File: config.mk
export PLATFORM = sky130hd
export DESIGN_NAME = serial_deserializer_flat
export DESIGN_NICKNAME = d
export VERILOG_FILES = /design/src/rtl/serial_deserializer_if.sv /design/src/rtl/serial_deserializer.sv /design/src/flat_wrapper.sv
export SDC_FILE = /design/constraint.sdc
export NUM_CORES = 1
export LEC_CHECK = 0
export CAP_MARGIN = 20
export CORE_MARGIN = 4
export CORE_UTILIZATION = 44
export DETAILED_ROUTE_END_ITERATION = 10
export GPL_TIMING_DRIVEN = 0
export HOLD_SLACK_MARGIN = 0.15
export PLACE_DENSITY = 0.71
export SYNTH_ARGS = -nofsm -noshare
export SYNTH_HDL_FRONTEND = slang
export SYNTH_SLANG_ARGS = --single-unit
File: constraint.sdc
create_clock -name clk_100khz -period 1.5 [get_ports clk_100khz]
set_clock_uncertainty 0.2 [all_clocks]
set_input_delay 0.15 -clock clk_100khz [delete_from_list [all_inputs] [get_ports clk_100khz]]
set_output_delay 0.15 -clock clk_100khz [all_outputs]
set_load 0.05 [all_outputs]
File: src/rtl/serial_deserializer_if.sv
// Bit-serial link / word consumer bundle for serial_deserializer.
// Optional overrun_out exists only when DESERIALIZER_OVERRUN_EN is defined.
interface serial_deserializer_if #(
   parameter int DATA_WIDTH = 8
);
   logic                  data_in;
   logic                  write_in;
   logic                  ack_in;
   logic [DATA_WIDTH-1:0] data_out;
   logic                  data_ready;
   logic                  status_out;
   logic                  state_dbg;
`ifdef DESERIALIZER_OVERRUN_EN
   logic                  overrun_out;
`endif

   // Handshake: a bit transfers on an edge where write_in=1 and status_out=1;
   // a word transfers on an edge where data_ready=1 and ack_in=1.
`ifdef DESERIALIZER_OVERRUN_EN
   modport master (
      output data_in, write_in, ack_in,
      input  data_out, data_ready, status_out, state_dbg, overrun_out
   );
   modport slave (
      input  data_in, write_in, ack_in,
      output data_out, data_ready, status_out, state_dbg, overrun_out
   );
`else
   modport master (
      output data_in, write_in, ack_in,
      input  data_out, data_ready, status_out, state_dbg
   );
   modport slave (
      input  data_in, write_in, ack_in,
      output data_out, data_ready, status_out, state_dbg
   );
`endif
endinterface

File: src/rtl/serial_deserializer.sv
// Serial-to-parallel receiver: shifts in DATA_WIDTH bits, holds the word until acked.
// Define DESERIALIZER_OVERRUN_EN to add the sticky overrun_out flag.
module serial_deserializer #(
   parameter int DATA_WIDTH = 8,
   parameter bit MSB_FIRST  = 1'b1
) (
   input  logic                   clk_100khz,
   input  logic                   reset,
   serial_deserializer_if.slave   bus
);
   localparam int CW = $clog2(DATA_WIDTH) + 1;

   typedef enum logic {
      S_RECV = 1'b0,
      S_FULL = 1'b1
   } state_t;

   state_t                state_q;
   logic [DATA_WIDTH-1:0] shreg_q;
   logic [DATA_WIDTH-1:0] shreg_d;
   logic [CW-1:0]         cnt_q;
   logic [DATA_WIDTH-1:0] data_out_q;
   logic                  data_ready_q;
   logic                  status_q;
   logic                  last_bit;
`ifdef DESERIALIZER_OVERRUN_EN
   logic                  overrun_q;
`endif

   always_comb begin
      shreg_d = shreg_q;
      if (MSB_FIRST) begin
         shreg_d = {shreg_q[DATA_WIDTH-2:0], bus.data_in};
      end else begin
         shreg_d = {bus.data_in, shreg_q[DATA_WIDTH-1:1]};
      end
   end

   assign last_bit = (cnt_q == CW'(DATA_WIDTH - 1));

   always_ff @(posedge clk_100khz) begin
      if (!reset) begin
         state_q      <= S_RECV;
         shreg_q      <= '0;
         cnt_q        <= '0;
         data_out_q   <= '0;
         data_ready_q <= 1'b0;
         status_q     <= 1'b1;
`ifdef DESERIALIZER_OVERRUN_EN
         overrun_q    <= 1'b0;
`endif
      end else begin
         case (state_q)
            S_RECV: begin
               if (bus.write_in) begin
                  shreg_q <= shreg_d;
                  if (last_bit) begin
                     // Publish the word including the bit arriving on this edge.
                     data_out_q   <= shreg_d;
                     cnt_q        <= '0;
                     state_q      <= S_FULL;
                     data_ready_q <= 1'b1;
                     status_q     <= 1'b0;
                  end else begin
                     cnt_q <= cnt_q + CW'(1);
                  end
               end
            end
            S_FULL: begin
`ifdef DESERIALIZER_OVERRUN_EN
               if (bus.write_in) begin
                  overrun_q <= 1'b1;
               end
`endif
               // A bit written alongside the ack is dropped; accepting resumes next cycle.
               if (bus.ack_in) begin
                  state_q      <= S_RECV;
                  data_ready_q <= 1'b0;
                  status_q     <= 1'b1;
               end
            end
            default: begin
               state_q      <= S_RECV;
               data_ready_q <= 1'b0;
               status_q     <= 1'b1;
            end
         endcase
      end
   end

   assign bus.data_out   = data_out_q;
   assign bus.data_ready = data_ready_q;
   assign bus.status_out = status_q;
   assign bus.state_dbg  = state_q;
`ifdef DESERIALIZER_OVERRUN_EN
   assign bus.overrun_out = overrun_q;
`endif

endmodule

File: src/flat_wrapper.sv
// flat-port wrapper written by rule: the top's interface ports become plain ports
module serial_deserializer_flat 
#(
   parameter int DATA_WIDTH = 8,
   parameter bit MSB_FIRST  = 1'b1
)
  (clk_100khz, reset, bus_data_in, bus_write_in, bus_ack_in, bus_data_out, bus_data_ready, bus_status_out, bus_state_dbg);
  serial_deserializer_if #(.DATA_WIDTH(DATA_WIDTH)) bus_i ();
  input  logic clk_100khz;
  input  logic reset;
  input wire logic [$bits(bus_i.data_in)-1:0] bus_data_in;
  input wire logic [$bits(bus_i.write_in)-1:0] bus_write_in;
  input wire logic [$bits(bus_i.ack_in)-1:0] bus_ack_in;
  output wire logic [$bits(bus_i.data_out)-1:0] bus_data_out;
  output wire logic [$bits(bus_i.data_ready)-1:0] bus_data_ready;
  output wire logic [$bits(bus_i.status_out)-1:0] bus_status_out;
  output wire logic [$bits(bus_i.state_dbg)-1:0] bus_state_dbg;
  assign bus_i.data_in = bus_data_in;
  assign bus_i.write_in = bus_write_in;
  assign bus_i.ack_in = bus_ack_in;
  assign bus_data_out = bus_i.data_out;
  assign bus_data_ready = bus_i.data_ready;
  assign bus_status_out = bus_i.status_out;
  assign bus_state_dbg = bus_i.state_dbg;
  serial_deserializer #(.DATA_WIDTH(DATA_WIDTH), .MSB_FIRST(MSB_FIRST)) u_core (.clk_100khz(clk_100khz), .reset(reset), .bus(bus_i));
endmodule
-- After elaboration in Yosys (flattened, before gate mapping)
Index checks and enable logic that the tools add are counted.
- bits in registers: 22
- bits of input ports: 5
- logic and storage cells: 28
- output and inout bits: 11
- equal/unequal tests: 4
- $add $sub $neg: 1
- bitwise logic cells: 1
- muxes and demuxes: 13
- reduce and logical (&&, ||, !) cells: 3
- operators by type and width (kind ; count):
    two-way mux 1 bit ; 9
    one-hot mux 1 bit (2 select lines) ; 3
    AND reduction 3 bit ; 2
    adder 4 x 1 -> 4 bit, second input constant ; 1
    == test 4 x 3 -> 1 bit, second input constant ; 1
    two-way mux 4 bit ; 1
    != test 2 bit, second input constant ; 2
    != test 2 x 1 -> 1 bit, second input constant ; 1
    AND reduction 2 bit ; 1
    inverter 1 bit ; 1

-- Longest topological paths before layout
Gate-level depths: netlist (run 1).
- depth after elaboration: 4
- mapped depth: 5
- depth with buffers taken out: 4

-- Worst setup path after synthesis (run 1)
OpenSTA, ideal clock, no wires.
- path kind: register to register
- start point: register u_core.state_q (netlist: u_core.bus.state_dbg)
- end point: register u_core.data_out_q[0] (netlist: u_core.bus.data_out[0])
- slack: -0.184 ns
- cell stages (with the launch flop): 6
- library setup time: 0.072 ns
- path buffers: 2
- data required time: 1.228 ns
- clock period less this slack: 1.684 ns
- arrival time: 1.412 ns
- cell sequence: dfxtp_1 nand2b_1 buf_6 nor3_4 buf_6 mux2i_1
- word-level cells in the longest chain between the ends: 2
- ends and longest elaborated chain (item ; RTL line ; text):
    from (decl) ; serial_deserializer.sv:18 ; state_t state_q;
    from (signal assigned) ; serial_deserializer.sv:43 ; state_q <= S_RECV;
    from (signal assigned) ; serial_deserializer.sv:61 ; state_q <= S_FULL;
    from (signal assigned) ; serial_deserializer.sv:77 ; state_q <= S_RECV;
    inverter 1 bit (no source line) ; - ;
    AND reduction 3 bit (no source line) ; - ;
    to (signal assigned) ; serial_deserializer.sv:59 ; data_out_q <= shreg_d;
    to (decl) ; serial_deserializer.sv:22 ; logic [DATA_WIDTH-1:0] data_out_q;
Every way passes these cells.
A chain may end at the register's enable or synchronous reset.

-- Final worst setup path (run 1)
- start point: register u_core.cnt_q[1]
- end point: register u_core.data_out_q[2] (netlist: u_core.bus.data_out[2])
- word-level cells in the longest chain between the ends: 2
- ends and longest elaborated chain (item ; RTL line ; text):
    from (decl) ; serial_deserializer.sv:21 ; logic [CW-1:0] cnt_q;
    from (signal assigned) ; serial_deserializer.sv:65 ; cnt_q <= cnt_q + CW'(1);
    == test 4 x 3 -> 1 bit ; serial_deserializer.sv:39 ; assign last_bit = (cnt_q == CW'(DATA_WIDTH - 1));
    AND reduction 3 bit (no source line) ; - ;
Every way passes these cells.

==> reports/metrics.json, run 1 <==
{
  "outcome": {
    "outcome": "complete, no violations"
  },
  "setup_path": {
    "critPathSlowestCell": "sky130_fd_sc_hd__dfxtp_4",
    "slowest_delay_ns": 0.39,
    "cp_top_family": "flip-flops",
    "worst-setup-path-type": "reg2reg",
    "critical_path.cell_chain": "ha_4 -> nand2_4 -> nor3_4 -> buf_6 -> mux2i_1",
    "cp_data_required_time_ns": 1.55,
    "timing.critical_path.fanout_max": 5,
    "cp_data_arrival_time_ns": 1.51,
    "combined_buffer_and_inverter_count_along_the_critical_path": 1,
    "worst_setup_path_end_kind": "flip-flop",
    "worstSetupStartpointType": "flip-flop"
  },
  "synth": {
    "yosys_warnings": 0,
    "synthArstFlopShare": 0,
    "synth.avg_cell_area_um2": 9.18,
    "compound_gate_fraction_of_synth_area": 0.104,
    "syn-instance-count": 97,
    "ys_ff_latch": 22,
    "synthDistinctLibCells": 21,
    "synth.cells.most_frequent": "35 x sky130_fd_sc_hd__nand2_1, 22 x sky130_fd_sc_hd__dfxtp_1, 9 x sky130_fd_sc_hd__a21boi_0, 9 x sky130_fd_sc_hd__mux2i_1, 3 x sky130_fd_sc_hd__clkbuf_1",
    "synth_top_cells_by_area": "sky130_fd_sc_hd__dfxtp_1 49%, sky130_fd_sc_hd__nand2_1 15%, sky130_fd_sc_hd__mux2i_1 10%",
    "synthDominantAreaCellType": "sky130_fd_sc_hd__dfxtp_1",
    "synth-edff-count": 0,
    "synthMuxAreaShare": 0.101,
    "synth_top_cell_area_share": 0.494,
    "seq_area_frac_synth": 0.494,
    "synth_adder_area_share": 0.0140,
    "synth_xor_area_frac": 0.0197,
    "synth.most_common_cell": "sky130_fd_sc_hd__nand2_1",
    "post_synth_and_or_nand_nor_area_fraction": 0.223,
    "dominantRegCellSynth": "sky130_fd_sc_hd__dfxtp_1",
    "main_combinational_cell_family_by_area_after_synthesis": "simple AND/OR/NAND/NOR gates",
    "synth_nets": 103,
    "syn_area_um2": 891
  },
  "die": {
    "placement_rows": 16,
    "die_width_um": 53.0,
    "core_area_um2": 1940,
    "floorplan.initialDensity": 0.459,
    "pin_count": 16,
    "die-height_um": 53.0,
    "total_die_area_um2": 2810
  },
  "grt": {
    "global_route_total_overflow": 0,
    "grt_pass1_vias": 726,
    "pin_count_of_the_biggest_net_entering_global_routing": 14,
    "grt_antenna_before_repair": 0,
    "gr-usage-all-layers": 0.157,
    "wire_length_of_the_first_global_routing_pass_um": 3140
  },
  "cts": {
    "clock_insertion_delay_worst_skew_ns": 0.32,
    "clock_path_buffers": 2,
    "cts_inserted_buffers": 3,
    "clock_tree.root_cell": "sky130_fd_sc_hd__clkbuf_4",
    "tritoncts": "built",
    "holdBufCountCts": 0,
    "cts.sink_count": 22,
    "clk_pin_slew_ns": 0.13,
    "htreeDepth": 1
  },
  "power_and_ir_drop": {
    "comb_power_share": 0.069,
    "net_switching_power_of_the_design_w": 0.000237,
    "max-vdd-ir-drop_v": 0.000734,
    "power_switching_share": 0.221,
    "share_seq_of_total_power": 0.561,
    "internal_power_w": 0.000832,
    "static-leakage-power_nw": 0.443,
    "power.density_cell_area_nw_per_um2": 878,
    "share_clk_of_total_power": 0.370
  },
  "place": {
    "placer_congestion": 0.709,
    "place_inst": 139,
    "place_hpwl_um": 1150,
    "io_buffer_count": 15
  },
  "drt": {
    "vias": 720,
    "route.detailed.drc": 0,
    "post_drt_via_cell_ratio": 4.80,
    "totalWireLength_um": 1800,
    "drtAntennaViolNets": 0,
    "detailedRoute.firstPassIterationCount": 4,
    "drt-wirelength-per-cell_um": 12.0,
    "drt_first_iter_violations": 7
  },
  "finish": {
    "area_delta_synth_final_pct": 36.7,
    "post_route_cells_drive_above_1_share": 0.252,
    "final.fill_count": 177,
    "stdcell_count": 150,
    "antenna-diode-count": 0,
    "nNetsFinal": 130
  },
  "timing": {
    "timing.final.crit_period_ns": 1.46,
    "max_slew.worst_pin.slew_ns": 0.425,
    "final.setup.tns_ns": 0,
    "setup_violations": 0,
    "finalHoldViolations": 0,
    "fmax_ghz": 0.685,
    "slew-limit-headroom": 0.717,
    "final_critical_path_share_of_the_clock_period": 0.974,
    "rsz_0062_raised_after_global_routing": "true",
    "timing_max_transition_violations_final": 0
  },
  "min_path": {
    "hold_class": "in2reg"
  },
  "job": {
    "max-cap-violations": 0
  }
}
[worst register-to-register path, cell delays in order, from the launching register on]
cell	delay [ns]
sky130_fd_sc_hd__dfxtp_4	0.39
sky130_fd_sc_hd__ha_4	0.16
sky130_fd_sc_hd__nand2_4	0.06
sky130_fd_sc_hd__nor3_4	0.21
sky130_fd_sc_hd__buf_6	0.16
sky130_fd_sc_hd__mux2i_1	0.22
[power groups by stage]
stage                     Clock [W]  Combinational [W]  Sequential, W
after floorplan                   0          0.0000387       0.000610
after global placement            0          0.0000604       0.000611
after detailed placement          0          0.0000613       0.000611
after CTS                  0.000409          0.0000645       0.000599
after global routing       0.000432          0.0000825       0.000601
final                      0.000396          0.0000734       0.000600
[kinds of logic after synthesis]
logic type,after synthesis
buf+inv,6
compound gates,13
mux,9
flops,22
fa+ha+maj,1
simple gates,44
xor+xnor,2
[registers in the layout, summed over array words and instances (netlist names)]
name,cells
u_core.bus.data_out,8
u_core.bus.data_ready,1
u_core.bus.state_dbg,1
u_core.bus.status_out,1
u_core.cnt_q,4
u_core.shreg_q,7
[per-stage QoR]
stage	utilization	instance area, µm²	setup WS, ns	hold WS [ns]	total power [W]
2_1_floorplan	-	895	0.0294	0.0922	0.000648
3_3_place_gp	0.555	1080	-0.223	0.245	0.000671
3_5_place_dp	0.555	1080	-0.283	0.252	0.000672
4_1_cts	0.607	1180	-0.00170	0.203	0.00107
5_1_grt	0.627	1220	-0.0340	0.235	0.00112
6_report	0.627	1220	0.0397	0.220	0.00107
[final cells by class]
class / instances / area [µm²] / area share
clock buffer: 4 / 47.5 / 0.0391
multi-input combinational: 69 / 432 / 0.355
tap: 27 / 33.8 / 0.0277
timing repair buffer: 22 / 216 / 0.178
sequential: 22 / 449 / 0.369
buffer: 6 / 38.8 / 0.0319
[timing repair]
action | 4_1_cts | 5_1_grt
pin swaps | 1 | 2
resized for setup | 35 | 6
setup endpoints to repair | 21 | 12
gates cloned | 1 | 0
buffers inserted | 4 | 2
[layout by cell type (no fill, tap or decap), types with 2 or more instances in the layout]
| cell | instances |
|---|---|
| sky130_fd_sc_hd__nand2_1 | 34 |
| sky130_fd_sc_hd__buf_4 | 7 |
| sky130_fd_sc_hd__mux2i_1 | 9 |
| sky130_fd_sc_hd__clkdlybuf4s15_2 | 11 |
| sky130_fd_sc_hd__a21boi_0 | 9 |
| sky130_fd_sc_hd__dfxtp_1 | 19 |
| sky130_fd_sc_hd__buf_6 | 2 |
| sky130_fd_sc_hd__clkdlybuf4s50_1 | 4 |
| sky130_fd_sc_hd__dfxtp_4 | 2 |
| sky130_fd_sc_hd__o21a_1 | 2 |
| sky130_fd_sc_hd__xnor2_1 | 2 |
| sky130_fd_sc_hd__clkbuf_4 | 3 |
| sky130_fd_sc_hd__clkbuf_1 | 3 |
[final timing paths]
kind,startpoint,endpoint,slack [ns],cells after the start
max,u_core.cnt_q[1]$_SDFFE_PN0P_,u_core.bus.data_out[2]$_SDFFE_PN0P_,0.04,5
min,bus_data_in,u_core.bus.data_out[0]$_SDFFE_PN0P_,0.22,3
max reg2reg,u_core.cnt_q[1]$_SDFFE_PN0P_,u_core.bus.data_out[2]$_SDFFE_PN0P_,0.04,5
min reg2reg,u_core.bus.data_out[3]$_SDFFE_PN0P_,u_core.bus.data_out[3]$_SDFFE_PN0P_,0.27,2
[per-layer routing]
metal,vias to the layer above,wire length (µm),part of all wire,track usage
met5,-,0,0,0
met4,0,52,0.029,0.115
li1,366,-,-,-
met3,5,73,0.041,0.0282
met2,15,890,0.49,0.252
met1,334,785,0.44,0.185
Power figures use the tool's default switching activity.
==> run 2, diff against run 1 <==
--- a/config.mk
+++ b/config.mk
@@ -12,6 +12,7 @@
 export GPL_TIMING_DRIVEN = 0
 export HOLD_SLACK_MARGIN = 0.15
 export PLACE_DENSITY = 0.71
+export SKIP_CTS_REPAIR_TIMING = 1
 export SYNTH_ARGS = -nofsm -noshare
 export SYNTH_HDL_FRONTEND = slang
 export SYNTH_SLANG_ARGS = --single-unit
==> run 2 against run 1 <==
- sequential share of layout area up 0.29 points
- global-route usage down 0.77 points
- count of clock-buffer cells in the layout unchanged
- critical endpoint unchanged
- sequential cell count unchanged
- register-to-register slack about the same
- die area unchanged
- wire length down 2.3%
- non-clock buffer count down 1
- largest cell class unchanged
==> reports/metrics.json, run 2 (synthesis results as in run 1) <==
{
  "outcome": {
    "outcome": "complete, no violations"
  },
  "grt": {
    "gr-usage-all-layers": {"value": 0.149, "change": "-0.00765"},
    "grt_use_met3": {"value": 0.0282, "change": "unchanged"},
    "wire_length_of_the_first_global_routing_pass": {"value": 2990, "unit": "µm", "change": "-4.8%"},
    "global_route_total_overflow": {"value": 0, "change": "unchanged"},
    "gr-max-usage-layer": "met2",
    "grt_pass1_vias": {"value": 693, "change": "-4.5%"},
    "met2_usage": {"value": 0.231, "change": "-0.0207"},
    "grt_use_met1": {"value": 0.180, "change": "-0.00515"},
    "pin_count_of_the_biggest_net_entering_global_routing": {"value": 14, "change": "unchanged"},
    "grt_antenna_before_repair": {"value": 0, "change": "unchanged"}
  },
  "power_and_ir_drop": {
    "power.density_cell_area": {"value": 886, "unit": "nW/µm²", "change": "+0.90%"},
    "static-leakage-power": {"value": 0.588, "unit": "nW", "change": "+33%"},
    "max-vdd-ir-drop": {"value": 0.000688, "unit": "V", "change": "-6.2%"}
  },
  "timing": {
    "fmax": {"value": 0.682, "unit": "GHz", "change": "-0.38%"},
    "final.setup.worst_slack": {"value": 0.0342, "unit": "ns", "change": "-0.00552 ns"},
    "finalHoldViolations": {"value": 0, "change": "unchanged"},
    "setup_violations": {"value": 0, "change": "unchanged"},
    "max_slew.worst_pin.slew": {"value": 0.511, "unit": "ns", "change": "+0.0857 ns"},
    "timing_max_transition_violations_final": {"value": 0, "change": "unchanged"},
    "rsz_0062_raised_after_global_routing": "true",
    "timing.final.crit_period": {"value": 1.47, "unit": "ns", "change": "+0.00552 ns"},
    "slew-limit-headroom": {"value": 0.659, "change": "-0.0577"},
    "final_critical_path_share_of_the_clock_period": {"value": 0.977, "change": "+0.00368"}
  },
  "setup_path": {
    "cp_data_required_time": {"value": 1.55, "unit": "ns", "change": "about the same"},
    "r2r_setup_slack": {"value": 0.03, "unit": "ns", "change": "about the same"},
    "timing.critical_path.to": "u_core.bus.data_out[2]$_SDFFE_PN0P_",
    "worst_r2r_path_depth": {"value": 5, "change": "unchanged"},
    "timing.critical_path.fanout_max": {"value": 5, "change": "unchanged"},
    "timing.rr.end": "u_core.bus.data_out[2]$_SDFFE_PN0P_",
    "worst_setup_path_end_kind": "flip-flop",
    "worst-setup-path-type": "reg2reg",
    "cp_data_arrival_time": {"value": 1.52, "unit": "ns", "change": "about the same"},
    "worstSetupStartpointType": "flip-flop",
    "regToRegStartpoint": "u_core.bus.state_dbg$_SDFF_PN0_",
    "critPathLaunch": "u_core.bus.state_dbg$_SDFF_PN0_"
  },
  "job": {
    "max-cap-violations": {"value": 0, "change": "unchanged"}
  },
  "drt": {
    "post_drt_via_cell_ratio": {"value": 4.81, "change": "+0.11%"},
    "detailedRoute.firstPassIterationCount": {"value": 4, "change": "unchanged"},
    "route.detailed.drc": {"value": 0, "change": "unchanged"},
    "drt-wirelength-per-cell": {"value": 11.8, "unit": "µm", "change": "-1.7%"},
    "totalWireLength": {"value": 1760, "unit": "µm", "change": "-2.3%"},
    "vias": {"value": 716, "change": "-0.56%"},
    "drtAntennaViolNets": {"value": 0, "change": "unchanged"},
    "drt_first_iter_violations": {"value": 6, "change": "-1"}
  },
  "finish": {
    "final_common_cell": "sky130_fd_sc_hd__nand2_1",
    "finalInstanceArea": {"value": 1200, "unit": "µm²", "change": "-1.3%"},
    "final.fill_count": {"value": 177, "change": "unchanged"},
    "final_cell_mix": "35 x sky130_fd_sc_hd__nand2_1, 19 x sky130_fd_sc_hd__dfxtp_1, 9 x sky130_fd_sc_hd__mux2i_1, 9 x sky130_fd_sc_hd__a21boi_0, 9 x sky130_fd_sc_hd__dlymetal6s2s_1",
    "antenna-diode-count": {"value": 0, "change": "unchanged"},
    "area_delta_synth_final_pct": 34.8,
    "post_route_cells_drive_above_1_share": {"value": 0.180, "change": "-0.0717"},
    "nNetsFinal": {"value": 129, "change": "-0.77%"},
    "largest_register_ffs": {"value": 8, "change": "unchanged"},
    "stdcell_count": {"value": 149, "change": "-0.67%"}
  },
  "die": {
    "total_die_area": {"value": 2810, "unit": "µm²", "change": "unchanged"},
    "placement_rows": {"value": 16, "change": "unchanged"},
    "pin_count": {"value": 16, "change": "unchanged"},
    "floorplan.initialDensity": {"value": 0.459, "change": "unchanged"},
    "die_width": {"value": 53.0, "unit": "µm", "change": "unchanged"},
    "die-height": {"value": 53.0, "unit": "µm", "change": "unchanged"},
    "core_area": {"value": 1940, "unit": "µm²", "change": "unchanged"}
  },
  "place": {
    "place_inst": {"value": 139, "change": "unchanged"},
    "dpl-instance-area": {"value": 1080, "unit": "µm²", "change": "unchanged"},
    "place_hpwl": {"value": 1150, "unit": "µm", "change": "unchanged"},
    "io_buffer_count": {"value": 15, "change": "unchanged"},
    "placer_congestion": {"value": 0.709, "change": "unchanged"},
    "placement.setup.worst_slack": {"value": -0.283, "unit": "ns", "change": "unchanged"}
  },
  "cts": {
    "clock_path_buffers": {"value": 2, "change": "unchanged"},
    "clock_insertion_delay_worst_skew": {"value": 0.32, "unit": "ns", "change": "about the same"},
    "clock_tree.root_cell": "sky130_fd_sc_hd__clkbuf_4",
    "cts.sink_count": {"value": 22, "change": "unchanged"},
    "htreeDepth": {"value": 1, "change": "unchanged"},
    "tritoncts": "built",
    "clk_pin_slew": {"value": 0.13, "unit": "ns", "change": "about the same"},
    "cts_inserted_buffers": {"value": 3, "change": "unchanged"}
  },
  "min_path": {
    "hold_class": "in2reg"
  }
}
==> run 2: through the flow <==
stage | total power (W) | setup TNS (ns) | util | hold WS, ns
finish | 0.00106 | 0 | 0.619 | 0.227
global route | 0.00111 | -0.307 | 0.619 | 0.235
CTS | 0.00107 | -4.92 | 0.580 | 0.203
detailed placement | 0.000672 | -2.41 | 0.555 | 0.252
global placement | 0.000671 | -2.13 | 0.555 | 0.245
floorplan | 0.000648 | 0 | - | 0.0922
==> run 2: how the worst min path moves through the flow <==
stage | startpoint | to | slack, ns | depth (start not counted)
after floorplan | bus_data_in | u_core.bus.data_out[0]$_SDFFE_PN0P_ | 0.09 | 2
after global placement | u_core.bus.data_out[1]$_SDFFE_PN0P_ | u_core.bus.data_out[1]$_SDFFE_PN0P_ | 0.25 | 2
after detailed placement | u_core.bus.data_out[3]$_SDFFE_PN0P_ | u_core.bus.data_out[3]$_SDFFE_PN0P_ | 0.25 | 2
after CTS | bus_data_in | u_core.shreg_q[0]$_SDFFE_PN0P_ | 0.20 | 3
after global routing | bus_data_in | u_core.bus.data_out[0]$_SDFFE_PN0P_ | 0.23 | 3
final | bus_data_in | u_core.bus.data_out[0]$_SDFFE_PN0P_ | 0.23 | 3
==> run 2: final cells by class <==
| cell class | count | area (µm²) | share of cell area |
|---|---|---|---|
| flip-flops and latches | 22 | 447 | 0.372 |
| multi-input cells | 69 | 427 | 0.355 |
| plain buffers | 6 | 38.8 | 0.0323 |
| well taps | 27 | 33.8 | 0.0281 |
| clock buffers | 4 | 47.5 | 0.0396 |
| repair buffers | 21 | 208 | 0.173 |
==> run 2: power by group <==
part	switching, W	internal [W]
Sequential	0.00000567	0.000592
Combinational	0.0000369	0.0000353
Clock	0.000190	0.000204
==> run 2: worst max-delay path: stages (launching register included) <==
cell and delay, ns:
sky130_fd_sc_hd__dfxtp_4 0.37, sky130_fd_sc_hd__nand2b_4 0.14, sky130_fd_sc_hd__buf_6 0.12, sky130_fd_sc_hd__nor3_4 0.20, sky130_fd_sc_hd__buf_6 0.16, sky130_fd_sc_hd__mux2i_1 0.21
==> run 2: per-layer routing <==
| metal | wire length, µm | vias to the layer above |
|---|---|---|
| li1 | - | 366 |
| met1 | 761 | 334 |
| met2 | 874 | 11 |
| met3 | 71 | 5 |
| met4 | 52 | 0 |
| met5 | 0 | - |
==> run 3, diff against run 2 <==
--- a/config.mk
+++ b/config.mk
@@ -5,7 +5,6 @@
 export SDC_FILE = /design/constraint.sdc
 export NUM_CORES = 1
 export LEC_CHECK = 0
-export CAP_MARGIN = 20
 export CORE_MARGIN = 4
 export CORE_UTILIZATION = 44
 export DETAILED_ROUTE_END_ITERATION = 10
@@ -13,6 +12,7 @@
 export HOLD_SLACK_MARGIN = 0.15
 export PLACE_DENSITY = 0.71
 export SKIP_CTS_REPAIR_TIMING = 1
+export SKIP_LAST_GASP = 1
 export SYNTH_ARGS = -nofsm -noshare
 export SYNTH_HDL_FRONTEND = slang
 export SYNTH_SLANG_ARGS = --single-unit
==> constraint.sdc (replaced) <==
create_clock -name clk_100khz -period 1.5 [get_ports clk_100khz]
set_clock_uncertainty 0.2 [all_clocks]
set_input_delay 0.225 -clock clk_100khz [delete_from_list [all_inputs] [get_ports clk_100khz]]
set_output_delay 0.225 -clock clk_100khz [all_outputs]
set_load 0.05 [all_outputs]
==> run 3 against run 2 <==
- setup slack worse by 0.062 ns
- register-to-register slack worse by 0.03 ns
- highest routed layer unchanged
- sequential power about the same
- count of clock-buffer cells in the layout unchanged
- the run now ends with setup timing left
- clock power about the same
- design area down 6.7%
- wire length down 4.9%
- core utilization down 4.1 points
- via count unchanged
- sequential share of layout area up 2.7 points
==> reports/metrics.json, run 3 (synthesis results as in run 1) <==
{
  "outcome": {
    "outcome": "finished, violations left",
    "violations": "setup timing"
  },
  "place": {
    "placer_congestion": {"value": 0.709, "change": "unchanged"},
    "dpl-instance-area": {"value": 1080, "unit": "µm²", "change": "unchanged"},
    "io_buffer_count": {"value": 15, "change": "unchanged"},
    "place_hpwl": {"value": 1150, "unit": "µm", "change": "unchanged"}
  },
  "timing": {
    "rsz_0062_raised_after_global_routing": "true",
    "slew-limit-headroom": {"value": 0.666, "change": "+0.00746"},
    "timing_max_transition_violations_final": {"value": 0, "change": "unchanged"},
    "timing.final.crit_period": {"value": 1.53, "unit": "ns", "change": "+0.0616 ns"},
    "max_slew.worst_pin.slew": {"value": 0.500, "unit": "ns", "change": "-0.0112 ns"},
    "final_critical_path_share_of_the_clock_period": {"value": 1.02, "change": "+0.0411"},
    "finalHoldViolations": {"value": 0, "change": "unchanged"},
    "final.setup.worst_slack": {"value": -0.0274, "unit": "ns", "change": "-0.0616 ns"},
    "holdWs": {"value": 0.264, "unit": "ns", "change": "+0.0369 ns"},
    "fmax": {"value": 0.655, "unit": "GHz", "change": "-4.0%"},
    "setup_violations": {"value": 2, "change": "+2"}
  },
  "setup_path": {
    "cp_data_arrival_time": {"value": 1.10, "unit": "ns", "change": "-0.42 ns"},
    "slowest_delay": {"value": 0.41, "unit": "ns", "change": "+0.04 ns"},
    "worst_setup_path_end_kind": "output port",
    "worst-setup-path-type": "reg2out",
    "worstSetupStartpointType": "flip-flop",
    "cp_top_family": "buffers and inverters",
    "r2r_setup_slack": {"value": 0, "unit": "ns", "change": "-0.03 ns"},
    "timing.critical_path.fanout_max": {"value": 5, "change": "unchanged"},
    "cp_data_required_time": {"value": 1.07, "unit": "ns", "change": "-0.48 ns"},
    "critPathSlowestCell": "sky130_fd_sc_hd__dlymetal6s2s_1",
    "combined_buffer_and_inverter_count_along_the_critical_path": {"value": 1, "change": "-1"},
    "critical_path.cell_chain": "dlymetal6s2s_1"
  },
  "finish": {
    "area.sequential": {"value": 447, "unit": "µm²", "change": "unchanged"},
    "largest_register_ffs": {"value": 8, "change": "unchanged"},
    "finalInstanceArea": {"value": 1120, "unit": "µm²", "change": "-6.7%"},
    "post_route_cells_drive_above_1_share": {"value": 0.223, "change": "+0.0428"},
    "final_common_cell": "sky130_fd_sc_hd__nand2_1",
    "nNetsFinal": {"value": 128, "change": "-0.78%"},
    "area_delta_synth_final_pct": 25.8,
    "multi_input_comb_area": {"value": 414, "unit": "µm²", "change": "-2.9%"},
    "final_cell_mix": "35 x sky130_fd_sc_hd__nand2_1, 19 x sky130_fd_sc_hd__dfxtp_1, 10 x sky130_fd_sc_hd__clkbuf_2, 9 x sky130_fd_sc_hd__mux2i_1, 9 x sky130_fd_sc_hd__a21boi_0",
    "antenna-diode-count": {"value": 0, "change": "unchanged"},
    "final.fill_count": {"value": 186, "change": "+5.1%"}
  },
  "power_and_ir_drop": {
    "power.density_cell_area": {"value": 939, "unit": "nW/µm²", "change": "+6.0%"},
    "power_switching_share": {"value": 0.216, "change": "-0.00338"},
    "net_switching_power_of_the_design": {"value": 0.000227, "unit": "W", "change": "-2.6%"},
    "share_clk_of_total_power": {"value": 0.372, "change": "+0.002"},
    "comb_power_share": {"value": 0.060, "change": "-0.008"},
    "static-leakage-power": {"value": 0.440, "unit": "nW", "change": "-25%"},
    "share_seq_of_total_power": {"value": 0.569, "change": "+0.007"},
    "max-vdd-ir-drop": {"value": 0.000701, "unit": "V", "change": "+1.8%"},
    "internal_power": {"value": 0.000826, "unit": "W", "change": "-0.59%"}
  },
  "cts": {
    "htreeDepth": {"value": 1, "change": "unchanged"},
    "clk_pin_slew": {"value": 0.13, "unit": "ns", "change": "about the same"},
    "tritoncts": "built",
    "clock_insertion_delay_worst_skew": {"value": 0.32, "unit": "ns", "change": "about the same"},
    "clock_tree.root_cell": "sky130_fd_sc_hd__clkbuf_4",
    "cts_inserted_buffers": {"value": 3, "change": "unchanged"},
    "clock_path_buffers": {"value": 2, "change": "unchanged"},
    "cts.sink_count": {"value": 22, "change": "unchanged"}
  },
  "die": {
    "pin_count": {"value": 16, "change": "unchanged"},
    "placement_rows": {"value": 16, "change": "unchanged"},
    "die_width": {"value": 53.0, "unit": "µm", "change": "unchanged"},
    "total_die_area": {"value": 2810, "unit": "µm²", "change": "unchanged"},
    "floorplan.initialDensity": {"value": 0.459, "change": "unchanged"},
    "die-height": {"value": 53.0, "unit": "µm", "change": "unchanged"},
    "core_area": {"value": 1940, "unit": "µm²", "change": "unchanged"}
  },
  "grt": {
    "gr-usage-all-layers": {"value": 0.149, "change": "unchanged"},
    "grt_antenna_before_repair": {"value": 0, "change": "unchanged"},
    "wire_length_of_the_first_global_routing_pass": {"value": 2990, "unit": "µm", "change": "unchanged"},
    "pin_count_of_the_biggest_net_entering_global_routing": {"value": 14, "change": "unchanged"},
    "global_route_total_overflow": {"value": 0, "change": "unchanged"},
    "grt_pass1_vias": {"value": 693, "change": "unchanged"}
  },
  "drt": {
    "post_drt_via_cell_ratio": {"value": 4.84, "change": "+0.68%"},
    "drt_first_iter_violations": {"value": 13, "change": "+7"},
    "drtAntennaViolNets": {"value": 0, "change": "unchanged"},
    "detailedRoute.firstPassIterationCount": {"value": 4, "change": "unchanged"},
    "drt-wirelength-per-cell": {"value": 11.3, "unit": "µm", "change": "-4.2%"},
    "totalWireLength": {"value": 1670, "unit": "µm", "change": "-4.9%"},
    "route.detailed.drc": {"value": 0, "change": "unchanged"},
    "vias": {"value": 716, "change": "unchanged"}
  },
  "job": {
    "max-cap-violations": {"value": 0, "change": "unchanged"}
  },
  "min_path": {
    "hold_class": "reg2reg"
  }
}
==> run 3: cell count changes in the layout (fill, tap and decap cells not counted) <==
cell	delta
sky130_fd_sc_hd__clkbuf_2	+8
sky130_fd_sc_hd__nor3b_1	+1
sky130_fd_sc_hd__dlymetal6s2s_1	-8
sky130_fd_sc_hd__nand2b_4	-1
sky130_fd_sc_hd__buf_4	-1
sky130_fd_sc_hd__nand2b_1	+1
sky130_fd_sc_hd__nor3b_2	-1
==> run 3: layout make-up <==
type | count | area share
plain buffers | 6 | 0.0346
clock buffers | 4 | 0.0424
multi-input cells | 69 | 0.369
flip-flops and latches | 22 | 0.398
well taps | 27 | 0.0301
repair buffers | 20 | 0.125
==> run 3: stage by stage <==
stage | power (W) | instances | worst slack, ns | TNS (ns) | util
5_1_grt | 0.00110 | 148 | -0.0859 | -0.663 | 0.577
3_5_place_dp | 0.000672 | 139 | -0.358 | -4.44 | 0.555
2_1_floorplan | 0.000648 | 97 | 0.0294 | 0 | -
6_report | 0.00105 | 148 | -0.0274 | -0.0303 | 0.577
3_3_place_gp | 0.000671 | 139 | -0.298 | -4.04 | 0.555
4_1_cts | 0.00107 | 143 | -0.441 | -5.75 | 0.580
==> run 3: worst register-to-register path: cells and delay by family (launching register included) <==
| kind | cells | cell delay (ns) |
|---|---|---|
| and+or+nand+nor | 2 | 0.36 |
| buffers and inverters | 2 | 0.30 |
| DFF | 1 | 0.37 |
| muxes | 1 | 0.21 |
==> run 3: final timing paths <==
check | end | startpoint | cells past startpoint
setup / recovery | bus_state_dbg | u_core.bus.state_dbg$_SDFF_PN0_ | 1
hold / removal | u_core.bus.data_out[3]$_SDFFE_PN0P_ | u_core.bus.data_out[3]$_SDFFE_PN0P_ | 2
setup reg to reg | u_core.bus.data_out[2]$_SDFFE_PN0P_ | u_core.bus.state_dbg$_SDFF_PN0_ | 5
hold reg to reg | u_core.bus.data_out[3]$_SDFFE_PN0P_ | u_core.bus.data_out[3]$_SDFFE_PN0P_ | 2
==> run 3: power groups by stage <==
stage / registers [W] / logic (W) / clock network (W)
floorplan: 0.000610 / 0.0000387 / 0
global placement: 0.000611 / 0.0000604 / 0
detailed placement: 0.000611 / 0.0000613 / 0
CTS: 0.000598 / 0.0000618 / 0.000409
global route: 0.000601 / 0.0000719 / 0.000428
finish: 0.000599 / 0.0000630 / 0.000391
==> run 3: per-layer routing <==
| metal | vias to the layer above | part of all wire | track usage |
|---|---|---|---|
| li1 | 363 | - | - |
| met1 | 335 | 0.44 | 0.180 |
| met5 | - | 0 | 0 |
| met3 | 5 | 0.045 | 0.0282 |
| met2 | 13 | 0.48 | 0.231 |
| met4 | 0 | 0.031 | 0.115 |
